--- config.mk ---
export PLATFORM = sky130hd
export DESIGN_NAME = lsu_mem_ctrl
export DESIGN_NICKNAME = d
export VERILOG_FILES = /design/src/rtl/isa_shared_pkg.sv /design/src/rtl/lsu_mem_ctrl_align.sv /design/src/rtl/lsu_mem_ctrl.sv
export SDC_FILE = /design/constraint.sdc
export NUM_CORES = 1
export LEC_CHECK = 0
export BUFFER_PORTS_ARGS = -buffer_cell sky130_fd_sc_hd__buf_4
export CAP_MARGIN = 40
export CORE_MARGIN = 5
export CORE_UTILIZATION = 45
export CTS_BUF_LIST = sky130_fd_sc_hd__clkbuf_4 sky130_fd_sc_hd__clkbuf_8
export DETAILED_ROUTE_END_ITERATION = 8
export GPL_ROUTABILITY_DRIVEN = 0
export PLACE_DENSITY_LB_ADDON = 0.2
export SLEW_MARGIN = 0
export SYNTH_ARGS = -nofsm -noshare
export SYNTH_HDL_FRONTEND = slang
export SYNTH_SLANG_ARGS = --single-unit
--- constraint.sdc ---
create_clock -name clk -period 4.1 [get_ports clk]
set_input_delay 0.615 -clock clk [delete_from_list [all_inputs] [get_ports clk]]
set_output_delay 0.615 -clock clk [all_outputs]
set_load 0.005 [all_outputs]
--- src/rtl/isa_shared_pkg.sv ---
// Shared ISA-level types for the core: memory access sizes,
// load sign-extension selects and the LSU sequencer states.
package isa_shared;

  typedef enum logic [1:0] {
    MEM_BYTE = 2'b00,
    MEM_HALF = 2'b01,
    MEM_WORD = 2'b10
  } mem_access_type_e;

  typedef enum logic [2:0] {
    SX_NONE,
    SX_0700,
    SXU_0700,
    SX_1500,
    SXU_1500
  } sx_ops_e;

  typedef enum logic [2:0] {
    LSU_IDLE,
    LSU_REQ,
    LSU_WAIT,
    LSU_RESP,
    LSU_FAULT
  } lsu_state_e;

  localparam int LSU_TIMEOUT_DEFAULT = 255;

  // Map a load's size and signedness onto an extension select.
  function automatic sx_ops_e lsu_sx_sel(
    input logic [1:0] acc,
    input logic       uns
  );
    sx_ops_e sel;
    sel = SX_NONE;
    unique case (1'b1)
      (acc == MEM_BYTE): sel = uns ? SXU_0700 : SX_0700;
      (acc == MEM_HALF): sel = uns ? SXU_1500 : SX_1500;
      default:           sel = SX_NONE;
    endcase
    return sel;
  endfunction

  // Sizes that cannot be issued on the bus as-is.
  function automatic logic lsu_bad_access(
    input logic [1:0] acc,
    input logic [1:0] a
  );
    logic bad;
    bad = 1'b0;
    unique case (1'b1)
      (acc == MEM_BYTE): bad = 1'b0;
      (acc == MEM_HALF): bad = a[0];
      (acc == MEM_WORD): bad = (a != 2'b00);
      default:           bad = 1'b1;
    endcase
    return bad;
  endfunction

endpackage

--- src/rtl/lsu_mem_ctrl_align.sv ---
// Lane steering for the LSU: byte enables, store-data replication
// and load-data shift/extension. Purely combinational.
//   access_i/unsigned_i/addr_i : size, signedness, low address bits
//   wdata_i/rdata_i            : raw store data / raw bus read word
//   be_o/wdata_repl_o          : bus byte enables / replicated data
//   rdata_ext_o                : aligned and extended load result
module lsu_data_align
  import isa_shared::*;
(
  input  logic [1:0]  access_i,
  input  logic        unsigned_i,
  input  logic [1:0]  addr_i,
  input  logic [31:0] wdata_i,
  input  logic [31:0] rdata_i,
  output logic [3:0]  be_o,
  output logic [31:0] wdata_repl_o,
  output logic [31:0] rdata_ext_o
);

  logic [31:0] shifted;
  sx_ops_e     sx;

  assign shifted = rdata_i >> {addr_i, 3'b000};
  assign sx      = lsu_sx_sel(access_i, unsigned_i);

  always_comb begin
    be_o         = 4'b0000;
    wdata_repl_o = 32'h0;
    unique case (1'b1)
      (access_i == MEM_BYTE): begin
        be_o         = 4'b0001 << addr_i;
        wdata_repl_o = {4{wdata_i[7:0]}};
      end
      (access_i == MEM_HALF): begin
        be_o         = 4'b0011 << addr_i;
        wdata_repl_o = {2{wdata_i[15:0]}};
      end
      (access_i == MEM_WORD): begin
        be_o         = 4'b1111;
        wdata_repl_o = wdata_i;
      end
      default: begin
        be_o         = 4'b0000;
        wdata_repl_o = 32'h0;
      end
    endcase
  end

  always_comb begin
    rdata_ext_o = shifted;
    unique case (sx)
      SX_0700:  rdata_ext_o = {{24{shifted[7]}}, shifted[7:0]};
      SXU_0700: rdata_ext_o = {24'h0, shifted[7:0]};
      SX_1500:  rdata_ext_o = {{16{shifted[15]}}, shifted[15:0]};
      SXU_1500: rdata_ext_o = {16'h0, shifted[15:0]};
      default:  rdata_ext_o = shifted;
    endcase
  end

endmodule

--- src/rtl/lsu_mem_ctrl.sv ---
// Load/store sequencer between execute and the data-memory bus.
// Ports: lsu_* core handshake + op fields, done/fault/rdata result,
// busy_o, mem_* req/gnt/rvalid bus with word address and byte enables.
module lsu_mem_ctrl
  import isa_shared::*;
#(
  parameter int TIMEOUT_CYCLES = LSU_TIMEOUT_DEFAULT,
  parameter int CNT_W          = 16
) (
  input  logic        clk,
  input  logic        rst_n,
  input  logic        lsu_valid_i,
  output logic        lsu_ready_o,
  input  logic        is_store_i,
  input  logic [1:0]  access_i,
  input  logic        unsigned_i,
  input  logic [31:0] addr_i,
  input  logic [31:0] wdata_i,
  output logic        done_o,
  output logic        fault_o,
  output logic [31:0] rdata_o,
  output logic        busy_o,
  output logic        mem_req_o,
  output logic        mem_we_o,
  output logic [31:0] mem_addr_o,
  output logic [3:0]  mem_be_o,
  output logic [31:0] mem_wdata_o,
  input  logic        mem_gnt_i,
  input  logic        mem_rvalid_i,
  input  logic [31:0] mem_rdata_i
);

  localparam logic [CNT_W-1:0] TO_LAST = CNT_W'(TIMEOUT_CYCLES - 1);

  lsu_state_e        state_q, state_d;
  logic [CNT_W-1:0]  cnt_q, cnt_d;
  logic [31:0]       addr_q;
  logic [1:0]        acc_q;
  logic              store_q;
  logic              uns_q;
  logic [31:0]       wdata_q;
  logic [31:0]       rdata_q, rdata_d;
  logic              accept;
  logic              timeout;
  logic              in_req;
  logic [3:0]        be;
  logic [31:0]       wrepl;
  logic [31:0]       rext;
  logic [31:0]       rcap;

  assign accept  = (state_q == LSU_IDLE) && lsu_valid_i;
  assign timeout = (cnt_q == TO_LAST);
  assign in_req  = (state_q == LSU_REQ);
  // Stores complete with a zero result.
  assign rcap    = store_q ? 32'h0 : rext;

  lsu_data_align u_align (
    .access_i     (acc_q),
    .unsigned_i   (uns_q),
    .addr_i       (addr_q[1:0]),
    .wdata_i      (wdata_q),
    .rdata_i      (mem_rdata_i),
    .be_o         (be),
    .wdata_repl_o (wrepl),
    .rdata_ext_o  (rext)
  );

  always_comb begin
    state_d = state_q;
    cnt_d   = cnt_q;
    rdata_d = rdata_q;
    unique case (state_q)
      LSU_IDLE: begin
        if (lsu_valid_i) begin
          cnt_d   = '0;
          rdata_d = 32'h0;
          state_d = lsu_bad_access(access_i, addr_i[1:0])
                    ? LSU_FAULT : LSU_REQ;
        end
      end
      LSU_REQ: begin
        cnt_d = cnt_q + 1'b1;
        if (mem_gnt_i && mem_rvalid_i) begin
          rdata_d = rcap;
          state_d = LSU_RESP;
        end else if (timeout) begin
          state_d = LSU_FAULT;
        end else if (mem_gnt_i) begin
          state_d = LSU_WAIT;
        end
      end
      LSU_WAIT: begin
        cnt_d = cnt_q + 1'b1;
        // A response in the last allowed cycle still completes.
        if (mem_rvalid_i) begin
          rdata_d = rcap;
          state_d = LSU_RESP;
        end else if (timeout) begin
          state_d = LSU_FAULT;
        end
      end
      LSU_RESP:  state_d = LSU_IDLE;
      LSU_FAULT: state_d = LSU_IDLE;
      default:   state_d = LSU_IDLE;
    endcase
  end

  always_ff @(posedge clk) begin
    if (!rst_n) begin
      state_q <= LSU_IDLE;
      cnt_q   <= '0;
      rdata_q <= 32'h0;
    end else begin
      state_q <= state_d;
      cnt_q   <= cnt_d;
      rdata_q <= rdata_d;
    end
  end

  // Op fields are frozen at accept so the bus view stays stable.
  always_ff @(posedge clk) begin
    if (!rst_n) begin
      addr_q  <= 32'h0;
      acc_q   <= 2'b00;
      store_q <= 1'b0;
      uns_q   <= 1'b0;
      wdata_q <= 32'h0;
    end else if (accept) begin
      addr_q  <= addr_i;
      acc_q   <= access_i;
      store_q <= is_store_i;
      uns_q   <= unsigned_i;
      wdata_q <= wdata_i;
    end
  end

  assign lsu_ready_o = (state_q == LSU_IDLE);
  assign busy_o      = (state_q != LSU_IDLE);
  assign done_o      = (state_q == LSU_RESP) || (state_q == LSU_FAULT);
  assign fault_o     = (state_q == LSU_FAULT);
  assign rdata_o     = (state_q == LSU_RESP) ? rdata_q : 32'h0;

  assign mem_req_o   = in_req;
  assign mem_we_o    = in_req && store_q;
  assign mem_addr_o  = in_req ? {addr_q[31:2], 2'b00} : 32'h0;
  assign mem_be_o    = in_req ? be : 4'b0000;
  assign mem_wdata_o = (in_req && store_q) ? wrepl : 32'h0;

endmodule
==> metrics.md, run 1 <==
| Metric | Value |
|---|---|
| Status | finished, final reports clean |
| Crit-path max FO | 16 |
| Total die area | 16700 µm² |
| FMAX | around 280 MHz |
| Global-route wire length before repair | 29600 µm |
| Worst path max stage delay | between 0.5 and 0.6 ns |
| Synth warn | 0 |
| R2R Setup Slk | 2.09 ns |
| Design area | ~8300 µm² |
| Number of max-slew violations in the final report | 0 |
| Die height | 129 µm |
| Req. time, crit path | 3.48 ns |
| Grt total ovfl | 0 |
| DR vias | 6154 |
| Final Hold Viols | 0 |
| Largest net degree at the start of global routing | 85 |
| CP Class | reg2out |
| Hold WC Path Type | in2reg |
| CTS root buf | clkbuf_8 |
| Postcts setup bufs | 0 |
| Min Tclk post-route | 3.63 ns |
| Most frequent CP cell | a21oi_1 |
| Finished Layout Cells | between 1000 and 1500 |
| Post-DP HPWL | 13300 µm |
| Final setup violation count | 0 |
| Clock Latency Late Sink | around 0.44 ns |
| Initial Utilization | 0.459 |
| PwrDens | 355 nW/µm² |
| Layout cell share with drive strength beyond 1 | 0.265 |
| H-tree levels | 4 |
| Combinational family with the most area after synthesis | simple AND/OR/NAND/NOR gates |
| Initial antenna violation count | 0 |
| Clock Path Buffers | 2 |
| IO buf count | between 200 and 250 |
| Post-DR vias/cell | a little over 5 |
| Syn Std Cell Area | 6400 µm² |
| Compound-cell area share of the yosys netlist | 0.205 |
| Synth top area share | 0.372 |
| Synth Area in XOR/XNOR | 0.0151 |
| Ys flop type | dfxtp_1 |
| Post-placement cell count | 1156 |
| Routed WL per cell | 15.8 µm |
| Core footprint | 13900 µm² |
| Post-Synth Simple-Gate Area | 0.305 |
| Setup TNS | 0 ns |
| Mux cell area share after synthesis | 0.0440 |
| CP endpoint kind | primary output |
| Unrepaired setup endpoints after global routing | false |
| Sink Count | 119 |
| Slew headroom | 0.501 |
| Setup ws final | 0.470 ns |
| Max-cap violations | 0 |
| Crit path max-delay family | simple AND/OR/NAND/NOR gates |
| Antenna-violating nets left | 0 |
| CP arrival | 3.01 ns |
| Number of synthesized flops with an enable pin | 0 |
| Number of global-route vias before repair | 5919 |
| GR Util All Layers | 0.222 |
| Async set-reset flop share out of synthesis | 0 |
| VDD IR max | 0.000194 V |
| #FFs+latches synth | 119 |
| Synth Instances | 823 |
| Hold Buf Count CTS | 0 |
| Crit share post-route | 0.885 |
| Clock Skews | 0.00994 ns |
| Top post-synthesis cells by area | dfxtp_1 (37%), nand2_1 (12%), a21boi_0 (7.0%) |
| Post-synth cell types | 58 |
| Clock slew at the register clock pins of the worst setup and hold paths | 0.06 ns |
| Post-Place Cell Area | between 7000 and 8000 µm² |
| Sequential fraction of the synthesis area | 0.372 |
| Drt drc | 0 |
| # diodes | 0 |
| FP Rows | 43 |
| WL final | 18700 µm |
| Top-Level Pins | 211 |
| Area leader, netlist | dfxtp_1 |
| Post-cts resize count | 0 |
| Layout area overhead | 30.1% |
| Startpoint Class | register |
| CP max-delay cell | dfxtp_1 |
| Worst path cell trace | nand2b_1, or2_1, a21oi_1, nand2_1, a21oi_1, buf_4 |
| Setup WS pre-CTS | 0.946 ns |
| Die X | around 130 µm |
| Total CTS buffers | 17 |
| DR pass1 iterations | 7 |
| WP buf/inv | 1 |
| Post-Synth Adder-Cell Area | 0.00391 |
| CTS tree | done |
| Leakage | 3.53 nW |
| Initial DRC Count | 435 |
| Nets | 1102 |
| Syn avg cell area | approximately 8 µm² |
| Worst slew pin tran | 0.749 ns |
==> flip-flops by register name (all words and copies together) (netlist names) <==
name	count
acc_q	2
addr_q	32
cnt_q	16
rdata_q	32
state_q	3
store_q	1
uns_q	1
wdata_q	32
==> cells in the mapped netlist, types with 9 or more instances <==
library cell,n
nor3_1,12
a21boi_1,9
o21ai_0,21
mux2i_1,27
clkbuf_1,38
buf_2,19
nor2_1,46
a22o_1,14
and2_1,68
nand2_1,208
dfxtp_1,119
a21oi_1,35
a21boi_0,60
nor2b_1,18
==> placed cells by master, fill, tap and decap left out, types with 4 or more instances in the layout <==
cell       count
or3_1          8
a22o_1        14
clkbuf_4       4
a32oi_1        7
and2_1        67
dfxtp_1      119
a21boi_0      60
o2bb2ai_1      8
nor3_1        12
xnor2_1        7
mux2i_1       27
a21boi_1       9
inv_1          7
o21ai_0       21
o21a_1         5
a211o_1        7
nor2b_1       18
nand3_1        6
a21oi_1       35
xor2_1         4
nor2_1        46
clkbuf_8      21
buf_4        217
o22a_1         8
and3_1         8
nand2_1      207
==> area by class of cell <==
class / instances / area, µm²
clock buffers: 25 / 319
clock inverters: 4 / 45.0
fillers: 1354 / 5600
inverters: 8 / 30.0
multi-input cells: 631 / 3680
flip-flops and latches: 119 / 2380
well taps: 180 / 225
repair buffers: 218 / 1650
==> layer usage <==
layer | GRT usage | wire [µm] | vias up
met4 | 0.0784 | 318 | 0
li1 | - | - | 3105
met1 | 0.274 | 7930 | 2858
met2 | 0.366 | 8890 | 167
met3 | 0.0705 | 1600 | 24
met5 | 0 | 0 | -
==> where the power goes <==
part	switching, W	leakage, nW	internal (W)
combinational	0.000370	2.36	0.000274
sequential	0.0000688	0.971	0.00124
clock	0.000441	0.195	0.000557
==> through the flow <==
step	util	total power [W]	hold WS [ns]
6_report	0.598	0.00295	0.420
5_1_grt	0.598	0.00312	0.403
4_1_cts	0.598	0.00299	0.391
3_5_place_dp	0.572	0.00199	0.441
3_3_place_gp	0.570	0.00197	0.438
2_1_floorplan	-	0.00176	0.424
==> path summary, 6_finish.rpt <==
path,cells past startpoint,startpoint,end
min reg2reg,2,addr_q[12],addr_q[12]
min,3,addr_i[15],addr_q[15]
max,6,state_q[0],mem_wdata_o[14]
max reg2reg,5,addr_q[1],rdata_q[29]
==> cells by family after synthesis <==
kind of cell    Yosys count
compound gates          183
xor+xnor                 11
fa+ha+maj                 2
buf+inv                  74
flops                   119
mux                      28
other cells               1
simple gates            405
==> worst reg2reg max path, cell delays in order (launching register included) <==
cell,delay (ns)
dfxtp_1,0.58
mux2i_1,0.32
nor3_1,0.08
nor4_1,0.47
nor2_4,0.19
a22o_4,0.25
Note: power is estimated with default switching activity, not from simulation.
==> run 2, diff against run 1 <==
SYNTH_HIERARCHICAL = 1   (was unset)
==> run 2 against run 1 <==
  * Non-clock buffer count is 3 higher
  * Clock skew fell by 0.0026 ns
  * Critical path depth is the same
  * Synthesized area increased by 7.8%
  * Wire length up 4.7%
  * Register-to-register slack worse by 0.37 ns
  * Sequential power is essentially flat
  * Clock power grew 19%
  * Die area up 7.2%
  * Critical endpoint is now mem_wdata_o[8]
==> metrics.md, run 2 <==
| Metric | Value |
|---|---|
| Unrepaired setup endpoints after global routing | false |
| Worst r2r src | state_q[2] |
| Post-cts resize count | 0 |
| Nets | 1169 |
| Max-cap violations | 0 |
| Initial antenna violation count | 0 |
| Top post-synthesis cells by area | dfxtp_1 (35%), nand2_1 (13%), a21boi_0 (7.5%) |
| Syn avg cell area | 7.67 µm² |
| Combinational family with the most area after synthesis | simple AND/OR/NAND/NOR gates |
| Fillers | around 1400 |
| Syn Std Cell Area | roughly 7000 µm² |
| Die X | ~130 µm |
| Design area | 8910 µm² |
| Ys flop type | dfxtp_1 |
| DR pass1 iterations | 5 |
| Clock Skews | 0.00733 ns |
| Number of synthesized flops with an enable pin | 0 |
| Hold path depth | 3 |
| Part of the power in combinational logic | 0.217 |
| Post-DR vias/cell | around 5.2 |
| Count leader, synth | nand2_1 |
| Drt drc | 0 |
| #FFs+latches synth | 119 |
| Total CTS buffers | 17 |
| Sequential fraction of the synthesis area | 0.345 |
| Worst-case reg-to-reg path depth | 5 |
| FP Rows | 45 |
| Post-placement cell count | ~1200 |
| Clock slew at the register clock pins of the worst setup and hold paths | roughly 0.070 ns |
| Most common cell after layout, fill and taps aside | nand2_1 |
| Hold Buf Count CTS | 0 |
| Grt total ovfl | 0 |
| Clock Path Buffers | 2 |
| CP endpoint kind | primary output |
| Status | finished, final reports clean |
| Finished Layout Cells | 1263 |
| # diodes | 0 |
| Postcts setup bufs | 0 |
| Global-route wire length before repair | 31500 µm |
| Number of max-slew violations in the final report | 0 |
| FMAX | 348 MHz |
| P_sw | 0.000917 W |
| Synth Area in XOR/XNOR | 0.00617 |
| GR Util All Layers | 0.215 |
| Synth warn | 6 |
| Post-synth top cells | nand2_1 (235), dfxtp_1 (119), and2_1 (71), a21boi_0 (69) |
| Layout cell share with drive strength beyond 1 | 0.266 |
| Number of global-route vias before repair | 6203 |
| Req. time, crit path | 3.48 ns |
| Compound-cell area share of the yosys netlist | 0.188 |
| Most frequent cells in the layout | nand2_1 (234), buf_4 (219), dfxtp_1 (119) |
| Total die area | 17900 µm² |
| Hold EP | wdata_q[15] |
| WHS | 0.427 ns |
| Worst R2R End | wdata_q[3] |
| Cell internal pwr | roughly 0.0022 W |
| Crit share post-route | 0.701 |
| Sequential power share | 0.407 |
| Antenna-violating nets left | 0 |
| Crit-path max FO | 26 |
| DR vias | about 6600 |
| R2R Setup Slk | 1.72 ns |
| CTS root buf | clkbuf_8 |
| Mux cell area share after synthesis | 0.0999 |
| Initial Utilization | 0.455 |
| Hold Crit Start | wdata_i[15] |
| Async set-reset flop share out of synthesis | 0 |
| Core footprint | 15100 µm² |
| CP arrival | about 2.3 ns |
| CP Class | reg2out |
| Clk pwr share | 0.376 |
| Worst slew pin tran | 0.928 ns |
| Post-Place Cell Area | 8480 µm² |
| H-tree levels | 4 |
| Post-Synth Simple-Gate Area | 0.295 |
| Startpoint Class | register |
| Routed WL per cell | 15.5 µm |
| Largest regs | addr_q x32, rdata_q x32, wdata_q x32 |
| Slew headroom | 0.380 |
| Post-DP HPWL | 13700 µm |
| Post-Synth Adder-Cell Area | 0.00363 |
| WL final | 19600 µm |
| IO buf count | 208 |
| FF+latch area | 2380 µm² |
| VDD IR max | 0.000186 V |
| PwrDens | 355 nW/µm² |
| Synth top area share | 0.345 |
| Post-synth cell types | 51 |
| Final Hold Viols | 0 |
| Die height | 134 µm |
| Area leader, netlist | dfxtp_1 |
| Multi-input gate area | 4130 µm² |
| Final setup violation count | 0 |
| Layout area overhead | 29.2% |
| CTS tree | done |
| Leakage | 3.98 nW |
| Synth Instances | 899 |
| Sink Count | 119 |
| Initial DRC Count | 540 |
| Top-Level Pins | 211 |
| Clock Latency Late Sink | 0.44 ns |
| Setup TNS | 0 ns |
| Sw Ratio | 0.290 |
| Min Tclk post-route | approximately 2.9 ns |
| Hold WC Path Type | in2reg |
| Largest net degree at the start of global routing | 70 |
run 2: cell type report:
| cell class | count | share of cell area |
|---|---|---|
| clock buffer | 23 | 0.0327 |
| clock inverter | 9 | 0.0166 |
| inverter | 14 | 0.00589 |
| multi-input combinational | 689 | 0.463 |
| sequential | 119 | 0.267 |
| tap | 188 | 0.0264 |
| timing repair buffer | 221 | 0.188 |
run 2: cell families (layout without fill, tap and decap cells):
logic type / Yosys count / after routing
buffers and inverters: 92 / 267
and+or+nand+nor: 427 / 427
xor gates and xnor gates: 4 / 4
adders and majority gates: 2 / 2
other: 1 / 2
DFF: 119 / 119
AOI/OAI and AO/OA: 188 / 188
muxes: 66 / 66
run 2: power by group through the flow:
stage / clock, W / sequential (W) / combinational [W]
2_1_floorplan: 0 / 0.00129 / 0.000481
3_5_place_dp: 0 / 0.00131 / 0.000688
4_1_cts: 0.00122 / 0.00129 / 0.000690
5_1_grt: 0.00127 / 0.00130 / 0.000765
3_3_place_gp: 0 / 0.00132 / 0.000670
6_report: 0.00119 / 0.00129 / 0.000687
run 2: critical path, cell delays in order (launching register included):
cell     delay [ns]
dfxtp_1        0.59
buf_4          0.34
nor2b_1        0.16
buf_4          0.27
a21o_1         0.19
and3_1         0.16
buf_4          0.10
run 2: worst max-delay path by stage:
stage | start | endpoint | slack [ns]
after detailed placement | acc_q[1] | mem_wdata_o[17] | 1.72
after floorplan | state_q[1] | mem_addr_o[16] | 2.08
after global placement | state_q[0] | mem_wdata_o[22] | 1.53
after global routing | acc_q[1] | mem_wdata_o[22] | 1.04
final | acc_q[1] | mem_wdata_o[8] | 1.23
after CTS | acc_q[1] | mem_wdata_o[24] | 1.22
run 2: stage by stage:
| step | worst slack [ns] | util | power [W] |
|---|---|---|---|
| after floorplan | 2.08 | - | 0.00177 |
| after global placement | 1.53 | 0.557 | 0.00199 |
| after detailed placement | 1.72 | 0.560 | 0.00200 |
| after CTS | 1.22 | 0.589 | 0.00320 |
| after global routing | 1.04 | 0.589 | 0.00333 |
| final | 1.23 | 0.589 | 0.00316 |
run 2: per-layer routing:
layer | GRT usage | up-vias | share of wire
li1 | - | 3376 | -
met1 | 0.269 | 3015 | 0.44
met2 | 0.352 | 209 | 0.47
met3 | 0.0713 | 21 | 0.081
met4 | 0.0634 | 0 | 0.013
met5 | 0 | - | 0
